## src/rtl/rc_byte_arbiter.sv

```systemverilog
// rc_byte_arbiter: per-lane byte FIFOs feeding one shared BRAM write port, lane k packed at
// k<<REGION_AW. Define RC_ARB_FIXED_PRIO_EN for fixed (lowest-index) priority instead of round-robin.
module rc_byte_arbiter #(
  parameter int unsigned N_LANES    = 4,
  parameter int unsigned FIFO_DEPTH = 4,
  parameter int unsigned REGION_AW  = 12,
  parameter int unsigned ADDR_W     = 32
) (
  input  logic                             i_clk,
  input  logic                             i_rst_n,
  input  logic                             i_clear,
  input  logic [N_LANES-1:0]               i_lane_we,
  input  logic [8*N_LANES-1:0]             i_lane_byte,
  input  logic [N_LANES-1:0]               i_lane_done,
  output logic [N_LANES-1:0]               o_lane_ready,
  output logic                             o_bram_we,
  output logic [ADDR_W-1:0]                o_bram_addr,
  output logic [7:0]                       o_bram_din,
  output logic [(REGION_AW+1)*N_LANES-1:0] o_lane_len,
  output logic [N_LANES-1:0]               o_lane_ovf,
  output logic                             o_all_done
);

  localparam int unsigned PW   = $clog2(FIFO_DEPTH);
  localparam int unsigned LW   = $clog2(N_LANES);
  localparam int unsigned LENW = REGION_AW + 1;
  localparam logic [LENW-1:0] LEN_MAX  = {1'b1, {REGION_AW{1'b0}}};
  localparam logic [PW:0]     CNT_FULL = (PW+1)'(FIFO_DEPTH);

  typedef enum logic [1:0] {
    LANE_IDLE,
    LANE_ACTIVE,
    LANE_DRAIN,
    LANE_COMPLETE
  } lane_st_e;

  logic [7:0]         mem_q  [N_LANES][FIFO_DEPTH];
  logic [PW-1:0]      wptr_q [N_LANES];
  logic [PW-1:0]      wptr_d [N_LANES];
  logic [PW-1:0]      rptr_q [N_LANES];
  logic [PW-1:0]      rptr_d [N_LANES];
  logic [PW:0]        cnt_q  [N_LANES];
  logic [PW:0]        cnt_d  [N_LANES];
  logic [LENW-1:0]    len_q  [N_LANES];
  logic [LENW-1:0]    len_d  [N_LANES];
  lane_st_e           st_q   [N_LANES];
  lane_st_e           st_d   [N_LANES];
  logic [N_LANES-1:0] done_q, done_d;
  logic [N_LANES-1:0] ovf_q, ovf_d;
  logic               bram_we_q, bram_we_d;
  logic [ADDR_W-1:0]  addr_q, addr_d;
  logic [7:0]         din_q, din_d;
  logic               all_done_q, all_done_d;

  logic [N_LANES-1:0] full, empty, push_acc, cplt, pop;
  logic               gnt_vld;
  logic [LW-1:0]      gnt_idx;

  always_comb begin
    full     = '0;
    empty    = '0;
    push_acc = '0;
    cplt     = '0;
    for (int unsigned k = 0; k < N_LANES; k++) begin
      full[k]     = (cnt_q[k] == CNT_FULL);
      empty[k]    = (cnt_q[k] == '0);
      push_acc[k] = i_lane_we[k] & ~full[k];
      cplt[k]     = done_q[k] & empty[k] & ~push_acc[k];
    end
  end

`ifdef RC_ARB_FIXED_PRIO_EN
  always_comb begin
    gnt_vld = 1'b0;
    gnt_idx = '0;
    for (int unsigned i = N_LANES; i > 0; i--) begin
      if (!empty[i-1]) begin
        gnt_vld = 1'b1;
        gnt_idx = LW'(i - 1);
      end
    end
  end
`else
  logic [LW-1:0] rr_ptr_q, rr_ptr_d;

  always_comb begin
    int unsigned idx;
    gnt_vld = 1'b0;
    gnt_idx = '0;
    for (int unsigned i = 0; i < N_LANES; i++) begin
      idx = i + 32'(rr_ptr_q);
      if (idx >= N_LANES) idx = idx - N_LANES;
      if (!gnt_vld && !empty[idx]) begin
        gnt_vld = 1'b1;
        gnt_idx = LW'(idx);
      end
    end
  end

  always_comb begin
    rr_ptr_d = rr_ptr_q;
    if (i_clear)      rr_ptr_d = '0;
    else if (gnt_vld) rr_ptr_d = (gnt_idx == LW'(N_LANES - 1)) ? '0 : gnt_idx + 1'b1;
  end

  always_ff @(posedge i_clk or negedge i_rst_n) begin
    if (!i_rst_n) rr_ptr_q <= '0;
    else          rr_ptr_q <= rr_ptr_d;
  end
`endif

  always_comb begin
    pop = '0;
    for (int unsigned k = 0; k < N_LANES; k++) pop[k] = gnt_vld & (gnt_idx == LW'(k));
  end

  always_comb begin
    wptr_d     = wptr_q;
    rptr_d     = rptr_q;
    cnt_d      = cnt_q;
    len_d      = len_q;
    st_d       = st_q;
    done_d     = done_q | i_lane_done;
    ovf_d      = ovf_q | (i_lane_we & full);
    bram_we_d  = 1'b0;
    addr_d     = addr_q;
    din_d      = din_q;
    all_done_d = 1'b1;

    // A grant into a saturated region still pops the byte, but no write is issued.
    if (gnt_vld) begin
      if (len_q[gnt_idx] == LEN_MAX) begin
        ovf_d[gnt_idx] = 1'b1;
      end else begin
        bram_we_d      = 1'b1;
        addr_d         = (ADDR_W'(gnt_idx) << REGION_AW) | ADDR_W'(len_q[gnt_idx][REGION_AW-1:0]);
        din_d          = mem_q[gnt_idx][rptr_q[gnt_idx]];
        len_d[gnt_idx] = len_q[gnt_idx] + 1'b1;
      end
    end

    for (int unsigned k = 0; k < N_LANES; k++) begin
      if (push_acc[k]) wptr_d[k] = wptr_q[k] + 1'b1;
      if (pop[k])      rptr_d[k] = rptr_q[k] + 1'b1;
      cnt_d[k] = cnt_q[k] + (PW+1)'(push_acc[k]) - (PW+1)'(pop[k]);

      case (st_q[k])
        LANE_IDLE: begin
          if (push_acc[k])  st_d[k] = LANE_ACTIVE;
          else if (cplt[k]) st_d[k] = LANE_COMPLETE;
        end
        LANE_ACTIVE: begin
          if (cplt[k])        st_d[k] = LANE_COMPLETE;
          else if (done_q[k]) st_d[k] = LANE_DRAIN;
        end
        LANE_DRAIN:    if (cplt[k]) st_d[k] = LANE_COMPLETE;
        LANE_COMPLETE: if (push_acc[k]) st_d[k] = LANE_DRAIN;
        default:       st_d[k] = LANE_IDLE;
      endcase

      if (i_clear) begin
        wptr_d[k] = '0;
        rptr_d[k] = '0;
        cnt_d[k]  = '0;
        len_d[k]  = '0;
        st_d[k]   = LANE_IDLE;
      end
    end

    if (i_clear) begin
      done_d    = '0;
      ovf_d     = '0;
      bram_we_d = 1'b0;
      addr_d    = addr_q;
      din_d     = din_q;
    end

    for (int unsigned k = 0; k < N_LANES; k++) begin
      if (st_d[k] != LANE_COMPLETE) all_done_d = 1'b0;
    end
  end

  always_ff @(posedge i_clk or negedge i_rst_n) begin
    if (!i_rst_n) begin
      for (int unsigned k = 0; k < N_LANES; k++) begin
        wptr_q[k] <= '0;
        rptr_q[k] <= '0;
        cnt_q[k]  <= '0;
        len_q[k]  <= '0;
        st_q[k]   <= LANE_IDLE;
      end
      done_q     <= '0;
      ovf_q      <= '0;
      bram_we_q  <= 1'b0;
      addr_q     <= '0;
      din_q      <= '0;
      all_done_q <= 1'b0;
    end else begin
      wptr_q     <= wptr_d;
      rptr_q     <= rptr_d;
      cnt_q      <= cnt_d;
      len_q      <= len_d;
      st_q       <= st_d;
      done_q     <= done_d;
      ovf_q      <= ovf_d;
      bram_we_q  <= bram_we_d;
      addr_q     <= addr_d;
      din_q      <= din_d;
      all_done_q <= all_done_d;
    end
  end

  // Storage needs no reset: occupancy is governed entirely by the pointers and counts.
  always_ff @(posedge i_clk) begin
    for (int unsigned k = 0; k < N_LANES; k++) begin
      if (push_acc[k]) mem_q[k][wptr_q[k]] <= i_lane_byte[8*k +: 8];
    end
  end

  always_comb begin
    o_lane_len = '0;
    for (int unsigned k = 0; k < N_LANES; k++) o_lane_len[LENW*k +: LENW] = len_q[k];
  end

  assign o_lane_ready = ~full;
  assign o_bram_we    = bram_we_q;
  assign o_bram_addr  = addr_q;
  assign o_bram_din   = din_q;
  assign o_lane_ovf   = ovf_q;
  assign o_all_done   = all_done_q;

endmodule

```

## config.mk

```make
export PLATFORM = sky130hd
export DESIGN_NAME = rc_byte_arbiter
export DESIGN_NICKNAME = d
export VERILOG_FILES = /design/src/rtl/rc_byte_arbiter.sv
export SDC_FILE = /design/constraint.sdc
export NUM_CORES = 1
export LEC_CHECK = 0
export CAP_MARGIN = 15
export CORE_UTILIZATION = 58
export DETAILED_ROUTE_END_ITERATION = 6
export GPL_TIMING_DRIVEN = 0
export HOLD_SLACK_MARGIN = 0.08
export PLACE_DENSITY = 0.83
export SLEW_MARGIN = 30
export SYNTH_ARGS = -nofsm -noshare
export SYNTH_HDL_FRONTEND = slang
export SYNTH_SLANG_ARGS = --single-unit
```

## constraint.sdc

```tcl
create_clock -name i_clk -period 7.1 [get_ports i_clk]
set_clock_uncertainty 0.2 [all_clocks]
set_input_delay 1.42 -clock i_clk [delete_from_list [all_inputs] [get_ports i_clk]]
set_output_delay 1.42 -clock i_clk [all_outputs]
set_load 0.03 [all_outputs]
```

# Word level (Yosys, flattened, before mapping)
# Memories as Yosys holds them, arrays and structs flattened.
# Index checks and enable logic that the tools add are counted.
[totals]
reg_bits = 140
latch_bits = 0
ram_bits = 128
mem_bits_ro = 0
out_inout_bits = 102
mem_count = 1
[memory_table]
columns = ["memory", "words", "width", "read_ports", "rd_clocked_by_memory_dff", "wr", "line", "rtl"]
rows = [
  ["mem_q", 4, 32, 1, 0, 4, "37", "logic [7:0] mem_q [N_LANES][FIFO_DEPTH];"],
]
[classes]
addsub = 25
multipliers = 0
n_div = 0
order_cmp = 21
eq_ne = 25
shifts = 0
mux = 118
bitwise_logic = 38
n_reduce_logical = 34
[ops]
columns = ["op", "count"]
rows = [
  ["$mux 32", 8],
  ["$lt 32x3->1 const B", 4],
  ["$mux 52", 2],
  ["$mux 2", 49],
  ["$mux 13", 7],
  ["$demux 8 s2", 4],
  ["$bwmux 52", 1],
  ["$mux 8", 6],
  ["$pmux 2 s4", 4],
  ["$ge 3x3->1 const B", 9],
  ["$bmux 13 s2", 1],
  ["$demux 13 s2", 1],
  ["$eq 2x2->1 const B", 10],
  ["$mux 1", 20],
  ["$add 2x1->2 const B", 9],
  ["$not 2->3", 6],
  ["$reduce_bool 2->1", 9],
  ["$and 1x1->1", 16],
  ["$bmux 8 s2", 1],
  ["$mux 4", 4],
  ["$lt 3x1->1 const B", 5],
  ["$or 14x12->14", 1],
  ["$add 13x1->13 const B", 1],
  ["$eq 13x13->1 const B", 1],
  ["26 further kinds", 82],
]

# Depth between registers and ports, before layout
[logic_depth]
word_depth = 23
depth_mapped = 18

# Worst setup path before layout
# No wires, ideal clock.
[synth_path]
kind = "reg2reg"
start = "register cnt_q[8] in the netlist's numbering"
end = "register cnt_q[11] in the netlist's numbering"
setup_time_ns = 0.132
arrival_ns = 3.713
t_required_ns = 6.768
setup_slack_ns = 3.055
stages_incl_launch_ff = 19
n_path_buf = 4
synth_period_minus_slack_ns = 4.045
path_cell_list = "dfrtp_1 > or3_1 > or3_4 > a21oi_4 > buf_6 > buf_4 > buf_4 > inv_1 > ha_1 > and2_1 > clkbuf_1 > ha_1 > inv_1 > ha_1 > inv_1 > fa_1 > xor2_1 > xnor2_1 > nor2_1"
[synth_rtl]
columns = ["element", "line", "rtl"]
rows = [
  ["start: declaration", "42", "logic [PW:0] cnt_q [N_LANES];"],
  ["start signal: assignment", "201", "cnt_q <= cnt_d;"],
]

# Final worst setup path
[layout_path]
start = "register cnt_q[4] in the netlist's numbering"
end = "register din_q[5] (netlist: o_bram_din[5])"
[layout_between]
elab_chain_cells = 20
[layout_rtl]
columns = ["element", "line", "rtl"]
rows = [
  ["$logic_not 3->1 (*)", "66", "empty[k] = (cnt_q[k] == '0);"],
  ["$bmux 1 s2", "93", "if (!gnt_vld && !empty[idx]) begin"],
  ["$mux 1 (implied by the code)", "93", ""],
  ["$logic_not 1->1", "93", ""],
  ["$logic_and 1x1->1", "93", ""],
  ["$mux 1", "93", ""],
  ["$logic_not 1->1", "93", ""],
  ["$logic_and 1x1->1", "93", ""],
  ["[... 3 more ...]", "--", ""],
  ["$mux 2 (*)", "93", ""],
  ["net gnt_idx[0]", "57", "logic [LW-1:0] gnt_idx;"],
  ["$not 2->3 (implied by the code)", "132, 137", ""],
  ["$bmux 2 s2", "137", "din_d = mem_q[gnt_idx][rptr_q[gnt_idx]];"],
  ["$mux 2 (implied by the code) (2 in a row)", "137", ""],
  ["$not 2->3 (implied by the code)", "137", ""],
  ["$bmux 8 s2", "137", ""],
  ["$mux 8 (implied by the code) (2 in a row)", "137", ""],
  ["end signal: assignment", "208", "din_q <= din_d;"],
  ["end: declaration", "52", "logic [7:0] din_q, din_d;"],
]
# Mark *: on every way through the listed nets, which the timed path passes. The rest lies on a longest branch. The select of a mux whose other input is x is not followed.
# A chain may end at the register's enable or synchronous reset.

==> flow_summary.yaml <==
sta:
  period_share_pct: 71.5
  slew_headroom_pct: 50.6
  layout_min_cycle_time_ns: 5.08
  max_freq_mhz: 197
  worst_slack_ns: 2.02
  setup_viol: 0
  hold_violations: 0
  maxSlewViolCount: 0
  fin_setup_tns_ns: 0
  rsz0062_at_grt: "no"
  worst_pin_slew_ns: 0.741
  holdWs_ns: 0.307
yosys:
  ys_seq_elements: 250
  ys.flop_type: "edfxtp_1"
  synth_area_leaders: "edfxtp_1, dfrtp_1, mux2i_1, a32o_1, ha_1"
  async_flop_share_pct: 48.8
  yosys.area.top_type: "edfxtp_1"
  syn_avg_cell_area_sq_um: 13.3
  yosysWarningCount: 0
  syn_inst: 842
  seq_area_frac_synth_pct: 61.4
  netlist_area_sq_um: 11200
  synth_edf_count: 128
  synth_cell_types: 54
  synth_top_area_share_pct: 34.2
global_routing:
  grt_start_max_net_pins: 68
  grt_pass1_vias: 7888
  antenna_found_initial: 0
  grt_pass1_wl_um: 44000
  grt_usage_pct: 29.3
  overflow: 0
cells_and_area:
  nets: 1087
  syn2layout_area_growth_pct: 22.4
  antenna_cells: 0
  fin_area_sq_um: 13800
  drive_gt1_share_pct: 12.1
worst_setup_path:
  worstSetupEndpointType: "flip-flop"
  worst_setup_path_start_kind: "flip-flop"
  required_ns: 7.32
  crit_type: "reg -> reg"
  cp.arrival_ns: 5.30
  cp_slowest_stage_delay_ns: 0.55
  crit_slowest_cell: "clkbuf_1"
  path_cells: "nor3_2, a211o_1, o311a_2, clkbuf_1, clkbuf_1, nand2_1, a32oi_1, buf_2, buf_2, mux2i_1, o22ai_1, or4_1, mux2_2"
  path_max_fanout: 11
  worstRegToRegCells: 13
die:
  rows: 50
  dieArea_sq_um: 19900
  fp.coreArea_sq_um: 18800
  initial_utilization_pct: 59.7
  die_w_um: 141
  ios: 145
  die_h_um: 141
placed_design:
  dp_slack_ns: 2.09
  place.gp.congestion: 0.854
  portBuffers: 125
  post_dp_cell_area_sq_um: 12900
  dp_hpwl_um: 19300
route:
  vias: 7802
  antenna_left: 0
  avgRoutedWirePerCell_um: 21.9
  dr.pass1.iters: 5
  viasPerCell: 6.05
  routed_wl_um: 28300
  drtIter0Drc: 641
  drc: 0
clocking:
  cts_setup_buffers: 0
  cts_resized: 0
  max-clock-path-buffers: 3
  cts_tree: "done"
  clk_pin_slew_ns: 0.06
  cts_max_level: 1
  holdBufCountCts: 0
  clock-root-buffer: "clkbuf_16"
  cts_sinks: 250
  clk_latency_ns: 0.54
  cts_made_buffers: 25
pwr:
  p_leak_nw: 5.49
  max-vdd-ir-drop_uv: 359
  powerDensity_nw_per_um2: 522
status:
  outcome: "finished clean"
job:
  cap_violations: 0
hold_path:
  holdPathStages: 1
  hold_path_class: "reg -> reg"
[critical path, delay by kind of cell (launching register included)]
family / cells / cell delay (ns)
and+or+nand+nor: 3 / 1.10
AOI/OAI and AO/OA: 4 / 0.87
muxes: 2 / 0.61
DFF: 1 / 0.45
buffers and inverters: 4 / 1.71
[state kept, by name (all words and copies together) (netlist names), 2 cells and up]
signal / cells
cnt_q: 12
done_q: 4
mem_q: 128
o_bram_addr: 14
o_bram_din: 8
o_lane_len: 52
o_lane_ovf: 4
rptr_q: 8
rr_ptr_q: 2
st_q: 8
wptr_q: 8
[final timing paths]
path | from | to | slack (ns)
setup / recovery | cnt_q[4]$_DFF_PN0_ | o_bram_din[5]$_DFFE_PN0P_ | 2.02
hold / removal | o_bram_din[3]$_DFFE_PN0P_ | o_bram_din[3]$_DFFE_PN0P_ | 0.31
setup reg to reg | cnt_q[4]$_DFF_PN0_ | o_bram_din[5]$_DFFE_PN0P_ | 2.02
hold reg to reg | o_bram_din[3]$_DFFE_PN0P_ | o_bram_din[3]$_DFFE_PN0P_ | 0.31
max in group asynchronous | i_rst_n | o_bram_addr[6]$_DFFE_PN0P_ | 5.40
min in group asynchronous | i_rst_n | o_bram_din[6]$_DFFE_PN0P_ | 0.59
[kinds of logic (layout without fill, tap and decap cells)]
logic type / Yosys count / in the layout / synth area share (%)
xor+xnor: 32 / 32 / 2.49
compound gates: 151 / 151 / 10.9
buf+inv: 93 / 264 / 4.40
simple gates: 193 / 193 / 8.68
fa+ha+maj: 32 / 32 / 3.83
flops: 250 / 250 / 61.4
mux: 90 / 90 / 8.25
other cells: 1 / 18 / 0.0334
[placed cells by master (no fill, tap or decap), types with 5 or more instances in the layout]
cell,netlist,layout
nand3_1,8,8
and3_1,16,16
ha_1,28,28
buf_4,20,20
a21oi_1,29,29
dfrtp_1,122,122
clkdlybuf4s50_1,0,124
nor3_1,10,10
nand2_1,67,67
buf_6,6,6
conb_1,1,18
a32o_1,54,54
edfxtp_1,128,128
clkbuf_8,0,7
xor2_1,13,13
buf_2,20,20
a21oi_4,5,5
xnor2_1,19,19
clkbuf_16,0,25
and2_1,10,10
or4_1,8,8
a32oi_1,9,9
mux2i_1,69,69
nand4_1,5,5
mux2_2,21,21
o22ai_1,33,33
inv_1,26,26
clkbuf_1,16,22
nor2_1,42,42
or3_1,6,6
[routing by layer]
layer | global-route usage (%) | wire, um | vias up
met5 | 0 | 0 | -
met4 | 10.1 | 885 | 0
met3 | 4.48 | 2110 | 76
met2 | 51.0 | 14400 | 364
met1 | 37.4 | 10900 | 3919
li1 | - | - | 3443
[metrics by stage]
stage	total power [mW]	instances	utilization (%)
after global placement	5.67	1244	68.4
final	7.18	1290	73.0
after detailed placement	5.79	1245	68.5
after CTS	7.17	1290	73.0
after floorplan	4.60	859	-
after global routing	7.52	1290	73.0
[cells in the mapped netlist, drive strengths merged, types with 4 or more instances]
cell and number:
mux2i 69, nor3 11, and3 16, clkbuf 16, xor2 13, or3 7
xnor2 19, a32oi 11, a21oi 34, nand4 5, edfxtp 128, nand2 67
nor2b 4, inv 27, and2 11, or4 11, nand3 8, ha 28
dfrtp 122, nor4 4, nor2 42, a32o 54, mux2 21, buf 50
o22ai 33, fa 4
[power by group]
part / internal (mW) / total (mW) / switching [mW]
clock: 0.798 / 1.34 / 0.546
sequential: 1.83 / 2.03 / 0.207
combinational: 1.47 / 3.80 / 2.33
[area by class of cell]
type / count / area [sq um]
Tap cell: 260 / 325
Fill cell: 1253 / 5080
Inverter: 27 / 101
Multi-Input combinational cell: 516 / 3910
Sequential cell: 250 / 6900
Clock buffer: 38 / 744
Buffer: 66 / 393
Timing Repair Buffer: 126 / 1280
Clock inverter: 7 / 100
Note: power is estimated with default switching activity, not from simulation.
